===== src/rtl/alu_arb2.sv =====
// Two-requester round-robin front end for a single shared 16-bit ALU.
// It grants one requester, captures its operands, runs the ALU once and returns a registered result.
module alu_arb2 #(
  parameter bit FIRST_PRI = 1'b0
) (
  input  logic        clk,
  input  logic        rst_n,
  input  logic        req0,
  input  logic [15:0] a0,
  input  logic [15:0] b0,
  input  logic [1:0]  op0,
  input  logic        req1,
  input  logic [15:0] a1,
  input  logic [15:0] b1,
  input  logic [1:0]  op1,
  output logic        ack0,
  output logic        ack1,
  output logic        done0,
  output logic        done1,
  output logic [15:0] y,
  output logic        cout,
  output logic        busy
);

  typedef enum logic [1:0] {StIdle = 2'd0, StExec = 2'd1, StDone = 2'd2} state_e;

  state_e      state_q, state_d;
  logic        pri_q, pri_d;
  logic        owner_q, owner_d;
  logic [15:0] opa_q, opa_d;
  logic [15:0] opb_q, opb_d;
  logic [1:0]  opc_q, opc_d;
  logic [15:0] y_q, y_d;
  logic        cout_q, cout_d;

  logic        grant;
  logic        grant_sel;
  logic [15:0] alu_b;
  logic [16:0] alu_sum;
  logic [15:0] alu_y;
  logic        alu_cout;

  // alu16: op[0] inverts b and supplies the carry-in, so sub is a + ~b + 1
  always_comb begin
    alu_b    = opc_q[0] ? ~opb_q : opb_q;
    alu_sum  = {1'b0, opa_q} + {1'b0, alu_b} + {16'd0, opc_q[0]};
    alu_y    = 16'd0;
    alu_cout = 1'b0;
    unique case (opc_q)
      2'b00, 2'b01: begin
        alu_y    = alu_sum[15:0];
        alu_cout = alu_sum[16];
      end
      2'b10:   alu_y = opa_q & opb_q;
      default: alu_y = opa_q | opb_q;
    endcase
  end

  always_ff @(posedge clk or negedge rst_n) begin
    if (!rst_n) begin
      state_q <= StIdle;
      pri_q   <= FIRST_PRI;
      owner_q <= 1'b0;
      opa_q   <= 16'd0;
      opb_q   <= 16'd0;
      opc_q   <= 2'd0;
      y_q     <= 16'd0;
      cout_q  <= 1'b0;
    end else begin
      state_q <= state_d;
      pri_q   <= pri_d;
      owner_q <= owner_d;
      opa_q   <= opa_d;
      opb_q   <= opb_d;
      opc_q   <= opc_d;
      y_q     <= y_d;
      cout_q  <= cout_d;
    end
  end

  always_comb begin
    grant     = req0 | req1;
    grant_sel = (req0 & req1) ? pri_q : req1;
    state_d   = state_q;
    pri_d     = pri_q;
    owner_d   = owner_q;
    opa_d     = opa_q;
    opb_d     = opb_q;
    opc_d     = opc_q;
    y_d       = y_q;
    cout_d    = cout_q;
    unique case (state_q)
      StIdle: begin
        if (grant) begin
          owner_d = grant_sel;
          opa_d   = grant_sel ? a1 : a0;
          opb_d   = grant_sel ? b1 : b0;
          opc_d   = grant_sel ? op1 : op0;
          state_d = StExec;
        end
      end
      StExec: begin
        y_d     = alu_y;
        cout_d  = opc_q[1] ? 1'b0 : alu_cout;
        state_d = StDone;
      end
      StDone: begin
        pri_d   = ~owner_q;
        state_d = StIdle;
      end
      default: state_d = StIdle;
    endcase
  end

  always_comb begin
    ack0  = (state_q == StExec) && !owner_q;
    ack1  = (state_q == StExec) && owner_q;
    done0 = (state_q == StDone) && !owner_q;
    done1 = (state_q == StDone) && owner_q;
    busy  = (state_q != StIdle);
    y     = y_q;
    cout  = cout_q;
  end

endmodule


===== config.mk =====
export PLATFORM = sky130hd
export DESIGN_NAME = alu_arb2
export DESIGN_NICKNAME = d
export VERILOG_FILES = /design/src/rtl/alu_arb2.sv
export SDC_FILE = /design/constraint.sdc
export NUM_CORES = 1
export LEC_CHECK = 0
export ABC_AREA = 1
export BUFFER_PORTS_ARGS = -buffer_cell sky130_fd_sc_hd__buf_2
export CORE_MARGIN = 2
export CORE_UTILIZATION = 40
export DETAILED_ROUTE_END_ITERATION = 10
export PLACE_DENSITY = 0.73
export REMOVE_ABC_BUFFERS = 1
export SLEW_MARGIN = 5
export SYNTH_ARGS = -nofsm -noshare
export SYNTH_HDL_FRONTEND = slang
export SYNTH_SLANG_ARGS = --single-unit

===== constraint.sdc =====
create_clock -name clk -period 2.2 [get_ports clk]
set_input_delay 0.44 -clock clk [delete_from_list [all_inputs] [get_ports clk]]
set_output_delay 0.44 -clock clk [all_outputs]
set_load 0.01 [all_outputs]

# == Word-level counts from Yosys, hierarchy flattened ==
# Cells that the tools add are included.
# totals
reg_bits,55
in_bits,72
out_inout_bits,22
# op_classes
add_sub_neg,2
n_eq_ne,5
n_mux,10
n_bitwise,6
n_reduce_logical,10
# op_table
op,count
$mux 16,3
$pmux 16 s2,1
$add 16x16->17,1
$add 17x1->17,1
$and 16x16->16,1
$not 16->16,1
$or 16x16->16,1
$eq 2x1->1 const B,2
$eq 2x2->1 const B,2
$logic_and 1x1->1,4
$logic_not 2->1,2
$mux 2,2
$pmux 2 s2,1
$mux 1,3
$ne 2x2->1 const B,1
$reduce_and 2->1,1
$reduce_bool 2->1,1
$reduce_or 2->1,1
$and 1x1->1,1
$logic_not 1->1,1
$not 1->1,1
$or 1x1->1,1

# == Depth between registers and ports, before layout ==
# Gate-level depths: netlist of run 1.
# logic_depth
ltp_word,6
mapped_depth,18
depth_no_buf,16

# == Least setup slack after synthesis of run 1 ==
# OpenSTA, ideal clock, no wires.
# synth_path
kind,register to register
start,reg opc_q[0]
end,reg y_q[14] (netlist: y[14])
setup_ns,0.117
arrival_time_ns,1.908
required_time_ns,2.083
setup_slack_ns,0.175
stages_incl_launch_ff,13
cell_sequence,dfrtp_1 > buf_6 > buf_2 > xnor2_1 > fa_1 > o21ai_2 > nand2_2 > nand2_2 > nand2_1 > nand3_1 > nand3_1 > nand2_1 > nand2_1
# synth_between
elab_chain_len,4
# synth_lines
element,line_no,rtl
start: declaration,32,"logic [1:0] opc_q, opc_d;"
start signal: assignment,75,opc_q <= opc_d;
$mux 16,45,alu_b = opc_q[0] ? ~opb_q : opb_q;
$add 16x16->17,46,"alu_sum = {1'b0, opa_q} + {1'b0, alu_b} + {16'd0, opc_q[0]};"
$add 17x1->17,46,
$pmux 16 s2 *,49,unique case (opc_q)
end signal: assignment,76,y_q <= y_d;
end: declaration,33,"logic [15:0] y_q, y_d;"
# Every way passes the cells marked *; elsewhere a longest branch is shown, timed or not.
# A chain may end at the register's enable or synchronous reset.

# == Final worst setup path of run 1 ==
# layout_path
start,reg opc_q[0]
end,reg y_q[6] (netlist: y[6])
# Same word-level chain as after synthesis.

==> results.md, run 1 <==
- Status: finished with violations
- Failing checks: negative setup slack
- Yosys reg bits: 55
- TritonCTS clock tree: built
- Register area share after synthesis: 37.2%
- Vias in the first global route: 3,547
- Post-Syn Instances: 544
- Gr usage total: 20.5%
- Vias/cell: 5.26
- Slew headroom: 59.3%
- Slowest-stage cell, CP: dfrtp_2
- MaxCap Viol Count: 0
- FMAX: 454 MHz
- DRC: 0
- CTS Buf Count: 5
- Placed cells: 736
- Crit path buf inv count: 2
- Routed Antenna Nets: 0
- Setup crit end: y[6]
- Synth unique cells: 30
- CP peak stage delay: 530 ps
- Worst hold path class: in2async
- Fin nets: 730
- Layout cell share with drive strength beyond 1: 35.4%
- Final wirelength: 11,100 um
- Dominant cells by area after synthesis: dfrtp_1, nand2_1, nor2_1
- Final setup viols: 1
- Final worst path period share: 100%
- Post-synth top area share: 37.2%
- Antenna violations before repair: 0
- Die W: 100 um
- Multiplexer share of the synthesized area: 0%
- Ys Warns: 0
- Syn_area_per_cell: 6.80 um^2
- Crit path cell chain: buf_6 -> nand2_2 -> nand2_2 -> inv_2 -> fa_2 -> o21ai_4 -> nand2_2 -> nand2_4 -> xnor2_1 -> nand2_1 -> nand3_1 -> nand2_1
- Full die area: 10,000 um^2
- Synthesis-to-layout area growth: 37.6%
- Clock sink total: 55
- Crit path capture type: flop
- DP HPWL: 7460 um
- Critical R2R Capture: y[6]
- Overflow after GRT: 0
- Post-Synth Adder-Cell Area: 5.95%
- Hold-fix buffers, CTS: 0
- Top cell type by total area after synthesis: dfrtp_1
- Clk slew on worst S/H paths: 100 ps
- PortBufs: 93
- Largest net degree at the start of global routing: 43
- Diodes inserted: 0
- Final WS setup: -4.48 ps
- Initial Util: 40.6%
- Xor/xnor cell area share of the yosys netlist: 1.42%
- Slew Limit Fails: 0
- Synth Area in Simple Gates: 28.0%
- Die Ht: 100 um
- CTS max path bufs: 2
- Drt initial violations: 244
- R2R Setup Slk: -4 ps
- Minimum clock period: 2200 ps
- Ports: 94
- Reg2reg start: opc_q[0]
- RePlAce Congestion: 0.883
- Compound-cell area share of the yosys netlist: 18.8%
- Startpoint class of the critical path: flop
- Layout Cells excl Fill: 753
- Worst-path fanout max: 7
- CP startpoint: opc_q[0]
- Required @ worst endpoint: 2420 ps
- WL/cell: 14.8 um
- Critical path arrival: 2430 ps
- Worst setup path class: reg2reg
- Root buffer cell: clkbuf_8
- Global-route wire length before repair: 16,600 um
- Crit. path cell count: 12
- Worst-Skew Late Latency: 320 ps
- Cell mode on critical path: nand2_2
- CP delay by family, top: simple AND/OR/NAND/NOR gates
- H-tree Lvls: 2
- Core Box Area: 9110 um^2
- Main combinational cell family by area after synthesis: simple AND/OR/NAND/NOR gates
- Row count: 35
- Vias: 3,962
- Worst r2r path cells: 12
- Drt first pass iters: 4
- Hold Fails Final Rpt: 0
- Mapped cell area: 3700 um^2
- Slew @ Worst Pin: 609 ps
- RSZ-0062 raised after global routing: yes
- Clk_skew: 7.87 ps
state kept, by name (all words and copies together) (netlist names):
| name | cells |
|---|---|
| y | 16 |
| state_q | 2 |
| opa_q | 16 |
| cout | 1 |
| opc_q | 2 |
| owner_q | 1 |
| opb_q | 16 |
| pri_q | 1 |
cells in the mapped netlist, drive strengths merged:
cell,count
dfrtp,55
a21oi,43
xnor2,6
o21ai,59
or2,1
inv,53
a31oi,4
fa,1
nand4,2
o2111ai,1
o211ai,5
o21bai,7
o31ai,1
and2,1
nand2,146
a21o,1
clkbuf,6
ha,16
o22ai,7
nor2,86
clkinv,1
nand3,22
nor3,3
buf,17
worst min path at each step:
stage                     startpoint        to  slack (ps)  cells past startpoint
final                          rst_n  opb_q[3]         100                      1
after global routing           rst_n  opb_q[4]         140                      1
after CTS                      rst_n  opb_q[3]         130                      1
after detailed placement       y[12]     y[12]         460                      2
after global placement         y[11]     y[11]         460                      2
after floorplan                rst_n      cout         140                      0
cells by family (layout without fill, tap and decap cells):
| logic type | Yosys count | in the layout |
|---|---|---|
| AO/OA/AOI/OAI | 128 | 128 |
| XOR/XNOR | 6 | 6 |
| adder cells (fa/ha/maj) | 17 | 17 |
| buffers and inverters | 77 | 175 |
| flip-flops | 55 | 55 |
| AND/OR/NAND/NOR | 261 | 261 |
routing by layer:
layer  GRT usage, %  routed length, um  vias to the layer above
met5              0                  0                        -
met4           4.85                192                        0
met3           2.72                538                       16
met1           29.6               5170                     1873
li1               -                  -                     1958
met2           32.7               5210                      115
timing repair:
| action | CTS | global route |
|---|---|---|
| buffers inserted | 0 | 6 |
| cloned | 0 | 3 |
| endpoints found under the hold margin | 0 | 0 |
| endpoints found under the setup margin | 1 | 12 |
| gates resized for setup | 1 | 133 |
| pin swaps | 0 | 43 |
area by class of cell:
cell class / instances / area, um^2
Timing Repair Buffer: 113 / 683
Inverter: 54 / 203
Clock buffer: 6 / 72.6
Fill cell: 870 / 4020
Multi-Input combinational cell: 412 / 2550
Clock inverter: 2 / 60.1
Tap cell: 111 / 139
Sequential cell: 55 / 1380
layout by cell type (no fill, tap or decap), types with 11 or more instances in the layout:
cell type / instances
ha_4: 13
buf_4: 14
buf_2: 93
nand2_1: 115
nor2_1: 61
nand3_1: 19
inv_1: 42
dfrtp_1: 54
a21oi_1: 31
inv_2: 11
nor2_2: 11
nand2_2: 25
nor2_4: 14
o21ai_0: 50
per-stage QoR:
| step | hold WS [ps] | util [%] | instance area [um^2] | setup TNS (ps) | setup slack [ps] |
|---|---|---|---|---|---|
| 5_1_grt | 145 | 55.9 | 5090 | -404 | -77.5 |
| 6_report | 104 | 55.9 | 5090 | -4.48 | -4.48 |
| 4_1_cts | 126 | 48.7 | 4440 | 0 | 29.4 |
| 3_5_place_dp | 461 | 47.2 | 4300 | 0 | 21.9 |
| 2_1_floorplan | 144 | - | 3580 | -3530 | -113 |
| 3_3_place_gp | 460 | 47.2 | 4300 | 0 | 3.91 |
Power of run 1 is not shown: default switching activity piles up to over one toggle a cycle in this logic, so the estimate is an artifact.
==> inputs of run 2 (changes only) <==
--- a/config.mk
+++ b/config.mk
@@ -5,13 +5,13 @@
 export SDC_FILE = /design/constraint.sdc
 export NUM_CORES = 1
 export LEC_CHECK = 0
-export ABC_AREA = 1
 export BUFFER_PORTS_ARGS = -buffer_cell sky130_fd_sc_hd__buf_2
 export CORE_MARGIN = 2
 export CORE_UTILIZATION = 40
 export DETAILED_ROUTE_END_ITERATION = 10
 export PLACE_DENSITY = 0.73
 export REMOVE_ABC_BUFFERS = 1
+export SKIP_LAST_GASP = 1
 export SLEW_MARGIN = 5
 export SYNTH_ARGS = -nofsm -noshare
 export SYNTH_HDL_FRONTEND = slang
==> results.md, run 2 <==
- Post-synth EDFFs: 0 (unchanged)
- Clk_skew: 8.64 ps (+0.769 ps)
- Worst setup path class: reg2reg
- Drt first pass iters: 4 (unchanged)
- DP HPWL: 6340 um (-15%)
- Slew @ Worst Pin: 608 ps (-1.66 ps)
- WHS: 129 ps (+25.8 ps)
- RSZ-0062 raised after global routing: yes
- Global Route met1 Usage: 24.7% (-4.9 points)
- Worst hold path class: in2async
- Drt initial violations: 99 (-59%)
- Post-synth top area share: 38.5% (+1.3 points)
- Core Box Area: 8680 um^2 (-4.7%)
- R2R Setup Slk: -360 ps (-360 ps)
- Gr usage total: 18.9% (-1.6 points)
- Largest net degree at the start of global routing: 70 (+63%)
- Diodes inserted: 0 (unchanged)
- Dominant cells by area after synthesis: dfrtp_1, mux2i_1, a21oi_1
- Status: finished with violations
- Hold Fails Final Rpt: 0 (unchanged)
- PortBufs: 93 (unchanged)
- Top cell type by total area after synthesis: dfrtp_1
- Routed Antenna Nets: 0 (unchanged)
- M2 GR Usage: 33.0% (+0.29 points)
- Register area share after synthesis: 38.5% (+1.3 points)
- CTS max path bufs: 2 (unchanged)
- Failing checks: negative setup slack
- Fin nets: 629 (-14%)
- Mapped cell area: 3580 um^2 (-3.3%)
- Initial Util: 41.2% (+0.62 points)
- Reg2reg start: opc_q[0]
- Die Ht: 98.6 um (-1.6%)
- Yosys reg bits: 55 (unchanged)
- Post-Syn Instances: 388 (-29%)
- Main flop type after synthesis: dfrtp_1
- Commonest non-fill, non-tap cell in the layout: buf_2
- Ports: 94 (unchanged)
- FMAX: 391 MHz (-14%)
- WL/cell: 13.9 um (-6.1%)
- Most common cell in the netlist: dfrtp_1
- Row count: 34 (-2.9%)
- Most frequent cells in the layout: buf_2, buf_4, dfrtp_1
- Synthesis-to-layout area growth: 39.9%
- Synth cell count leaders: dfrtp_1, a21oi_1, nor2_1
- Root buffer cell: clkbuf_8
- Fillers: 776 (-11%)
- Vias: 3,325 (-16%)
- Antenna violations before repair: 0 (unchanged)
- Asr flop ratio synth: 100% (unchanged)
- Worst-path fanout max: 6 (-1)
- MaxCap Viol Count: 0 (unchanged)
- Minimum clock period: 2560 ps (+356 ps)
- Crit path capture type: flop
- Ys Warns: 0 (unchanged)
- Global-route wire length before repair: 15,500 um (-6.7%)
- Startpoint class of the critical path: flop
- Slew headroom: 59.5% (+0.17 points)
- TritonCTS clock tree: built
- Die W: 98.6 um (-1.6%)
- M3 GR Usage: 3.33% (+0.62 points)
- Final worst path period share: 116% (+16 points)
- Final WS setup: -360 ps (-356 ps)
- Syn_area_per_cell: 9.22 um^2 (+36%)
- Full die area: 9720 um^2 (-3.2%)
- Most used routing layer in global routing: met2
- Vias/cell: 5.12 (-2.6%)
- Critical R2R Capture: y[10]
- Clock sink total: 55 (unchanged)
- Vias in the first global route: 3,412 (-3.8%)
- Hold-fix buffers, CTS: 0 (unchanged)
- Required @ worst endpoint: 2400 ps (-20 ps)
- Layout cell share with drive strength beyond 1: 39.0% (+3.6 points)
- RePlAce Congestion: 0.861 (-2.5%)
- Slew Limit Fails: 0 (unchanged)
- Worst r2r path cells: 9 (-3)
- Synth unique cells: 51 (+70%)
- Critical path arrival: 2760 ps (+330 ps)
- CTS Buf Count: 5 (unchanged)
- Clk slew on worst S/H paths: 100 ps (about the same)
- DRC: 0 (unchanged)
- Final setup viols: 14 (+13)
- H-tree Lvls: 2 (unchanged)
- Overflow after GRT: 0 (unchanged)
- Final wirelength: 8990 um (-19%)
- Worst-Skew Late Latency: 310 ps (about the same)
-- run 2: worst max-delay path by stage --
stage | start | cells past startpoint | slack (ps) | end
after floorplan | req0 | 4 | -2480 | opa_q[0]
after global placement | opc_q[0] | 9 | -320 | y[14]
after detailed placement | opc_q[0] | 9 | -390 | y[14]
after CTS | opc_q[0] | 9 | -320 | y[14]
after global routing | opc_q[0] | 9 | -470 | y[15]
final | opc_q[0] | 9 | -360 | y[10]
-- run 2: timing repair --
| item | in CTS | in global routing |
|---|---|---|
| setup endpoints to repair | 13 | 15 |
| setup buffers | 11 | 13 |
| gates resized for setup | 33 | 16 |
| pin swaps | 24 | 18 |
-- run 2: kinds of logic (layout without fill, tap and decap cells) --
family	after synthesis	in the layout	synth area share, %
compound gates	109	109	18.4
buf+inv	31	184	3.53
simple gates	100	100	12.8
xor+xnor	23	23	5.63
mux	41	41	11.7
flops	55	55	38.5
fa+ha+maj	29	29	9.51
-- run 2: cell type report --
cell class | instances | area, um^2 | area share, %
Clock buffer | 5 | 68.8 | 1.37
Clock inverter | 3 | 15.0 | 0.300
Inverter | 7 | 26.3 | 0.525
Multi-Input combinational cell | 302 | 2270 | 45.4
Sequential cell | 55 | 1380 | 27.5
Tap cell | 108 | 135 | 2.70
Timing Repair Buffer | 169 | 1110 | 22.2
-- run 2: metrics by stage --
stage	setup WS (ps)	TNS [ps]	instances	area, um^2	utilization, %
finish	-360	-3000	649	5010	57.7
global route	-468	-4700	649	5010	57.7
CTS	-318	-2460	637	4830	55.7
detailed placement	-388	-2760	618	4540	52.4
global placement	-319	-2030	618	4540	52.4
floorplan	-2480	-94250	364	3480	-
-- run 2: critical path: stages, from the launching register on --
cell     delay (ps)
dfrtp_2         500
buf_6           150
xor2_2          170
ha_1            310
a21o_1          180
or3_4           350
o21a_1          200
a311o_1         310
a32oi_1         200
o21ai_1          70
-- run 2: layer usage --
| metal | wire length [um] | share of wire (%) |
|---|---|---|
| met5 | 0 | 0 |
| met4 | 113 | 1.3 |
| met1 | 4010 | 45 |
| met2 | 4430 | 49 |
| met3 | 444 | 4.9 |
Power of run 2 is left out for the same reason.
==> inputs of run 3 (changes only) <==
--- a/config.mk
+++ b/config.mk
@@ -5,11 +5,13 @@
 export SDC_FILE = /design/constraint.sdc
 export NUM_CORES = 1
 export LEC_CHECK = 0
-export BUFFER_PORTS_ARGS = -buffer_cell sky130_fd_sc_hd__buf_2
 export CORE_MARGIN = 2
 export CORE_UTILIZATION = 40
 export DETAILED_ROUTE_END_ITERATION = 10
-export PLACE_DENSITY = 0.73
+export DONT_BUFFER_PORTS = 1
+export GPL_TIMING_DRIVEN = 0
+export MAX_ROUTING_LAYER = met4
+export PLACE_DENSITY = 0.64
 export REMOVE_ABC_BUFFERS = 1
 export SKIP_LAST_GASP = 1
 export SLEW_MARGIN = 5
==> results.md, run 3 (synthesized netlist as in run 2, its figures left out) <==
- Overflow after GRT: 0 (unchanged)
- R2R Setup Slk: -420 ps (-60 ps)
- Initial Util: 41.2% (unchanged)
- Post-route cell area: 4260 um^2 (-15%)
- Largest net degree at the start of global routing: 56 (-20%)
- Minimum clock period: 2620 ps (+62.4 ps)
- DRC: 0 (unchanged)
- Final setup viols: 13 (-1)
- Clock sink total: 55 (unchanged)
- Final WS setup: -422 ps (-62.4 ps)
- Most frequent cells in the layout: dfrtp_1, a21oi_1, nor2_1
- Vias/cell: 5.59 (+9.2%)
- CTS Buf Count: 5 (unchanged)
- Drt initial violations: 122 (+23%)
- Vias: 2,830 (-15%)
- H-tree Lvls: 2 (unchanged)
- Hold Fails Final Rpt: 0 (unchanged)
- CTS max path bufs: 2 (unchanged)
- Worst hold path class: in2reg
- Worst r2r path cells: 9 (unchanged)
- Critical path arrival: 2850 ps (+90 ps)
- Status: finished with violations
- Failing checks: negative setup slack
- TritonCTS clock tree: built
- Global-route wire length before repair: 13,500 um (-13%)
- MaxCap Viol Count: 0 (unchanged)
- Final worst path period share: 119% (+2.8 points)
- Diodes inserted: 0 (unchanged)
- Slew @ Worst Pin: 1290 ps (+682 ps)
- DP HPWL: 5320 um (-16%)
- Slew Limit Fails: 0 (unchanged)
- FMAX: 381 MHz (-2.4%)
- Final wirelength: 8500 um (-5.4%)
- Die Ht: 98.6 um (unchanged)
- Setup crit end: y[14]
- Full die area: 9720 um^2 (unchanged)
- Clk_skew: 6.90 ps (-1.74 ps)
- RePlAce Congestion: 0.810 (-5.9%)
- Worst-Skew Late Latency: 320 ps (about the same)
- Clk slew on worst S/H paths: 100 ps (about the same)
- WL/cell: 16.8 um (+21%)
- CP startpoint: opc_q[0]
- DP Worst Slack: -1360 ps (-975 ps)
- Vias in the first global route: 2,720 (-20%)
- Crit path capture type: flop
- Routed Antenna Nets: 0 (unchanged)
- Worst-path fanout max: 7 (+1)
- Row count: 34 (unchanged)
- Layout cell share with drive strength beyond 1: 19.3% (-20 points)
- Antenna violations before repair: 0 (unchanged)
- Core Box Area: 8680 um^2 (unchanged)
- Drt first pass iters: 4 (unchanged)
- Reg2reg start: opc_q[0]
- PortBufs: 0 (-100%)
- Setup TNS: -3530 ps (-529 ps)
- Gr usage total: 17.5% (-1.4 points)
- Placed Instance Area: 3670 um^2 (-19%)
- Fin nets: 486 (-23%)
- RSZ-0062 raised after global routing: yes
- Worst setup path class: reg2reg
- Startpoint class of the critical path: flop
- Commonest non-fill, non-tap cell in the layout: dfrtp_1
- Ports: 94 (unchanged)
- Synthesis-to-layout area growth: 19.1%
- Die W: 98.6 um (unchanged)
- Slew headroom: 14.0% (-45 points)
- Required @ worst endpoint: 2420 ps (+20 ps)
- Fillers: 807 (+4.0%)
- Root buffer cell: clkbuf_8
- Critical R2R Capture: y[14]
run 3: cell types whose count changed in the layout (fill, tap and decap cells not counted), sizes merged:
cell,change
clkinvlp,+2
dlygate4sd3,+1
bufinv,+2
clkinv,-4
nand2b,+1
buf,-145
run 3: critical path, stage by stage, from the launching register on:
cell      delay (ps)
dfrtp_4          550
buf_12           170
xor2_4           190
ha_4             220
a21o_1           180
or3_4            350
o211ai_4         240
a211oi_4         100
mux2_4           320
o31ai_2          200
run 3: final cells by class:
class | instances | area [um^2] | area share, %
sequential | 55 | 1380 | 32.4
inverter | 7 | 30.0 | 0.705
clock inverter | 3 | 67.6 | 1.59
tap | 108 | 135 | 3.17
clock buffer | 5 | 68.8 | 1.62
multi-input combinational | 303 | 2320 | 54.4
timing repair buffer | 25 | 259 | 6.08
run 3: worst min-delay path by stage:
stage | from | end | slack [ps] | cells past startpoint
2_1_floorplan | rst_n | cout | 140 | 0
3_3_place_gp | rst_n | opb_q[0] | 150 | 0
3_5_place_dp | rst_n | y[0] | 150 | 0
6_report | b1[0] | opb_q[0] | 330 | 2
5_1_grt | b1[1] | opb_q[1] | 330 | 2
4_1_cts | b1[0] | opb_q[0] | 330 | 2
run 3: per-layer routing:
layer / vias up / global-route usage (%) / wire, um / part of all wire (%)
li1: 1402 / - / - / -
met1: 1354 / 23.4 / 3920 / 46
met2: 66 / 27.1 / 4020 / 47
met3: 8 / 3.90 / 467 / 5.5
met4: 0 / 4.85 / 102 / 1.2
met5: - / - / 0 / 0
run 3: through the flow:
stage,utilization [%],instances,hold WS (ps)
after global routing,49.1,506,333
final,49.1,506,331
after detailed placement,42.3,474,146
after floorplan,-,364,144
after CTS,47.3,498,326
after global placement,41.6,472,146
run 3: timing repair:
action,4_1_cts,5_1_grt
buffers inserted,14,7
hold buffers,2,0
resized for setup,33,19
pin swaps,21,16
endpoints found under the hold margin,55,0
gates cloned,0,1
endpoints found under the setup margin,19,14
Power of run 3 is left out for the same reason.
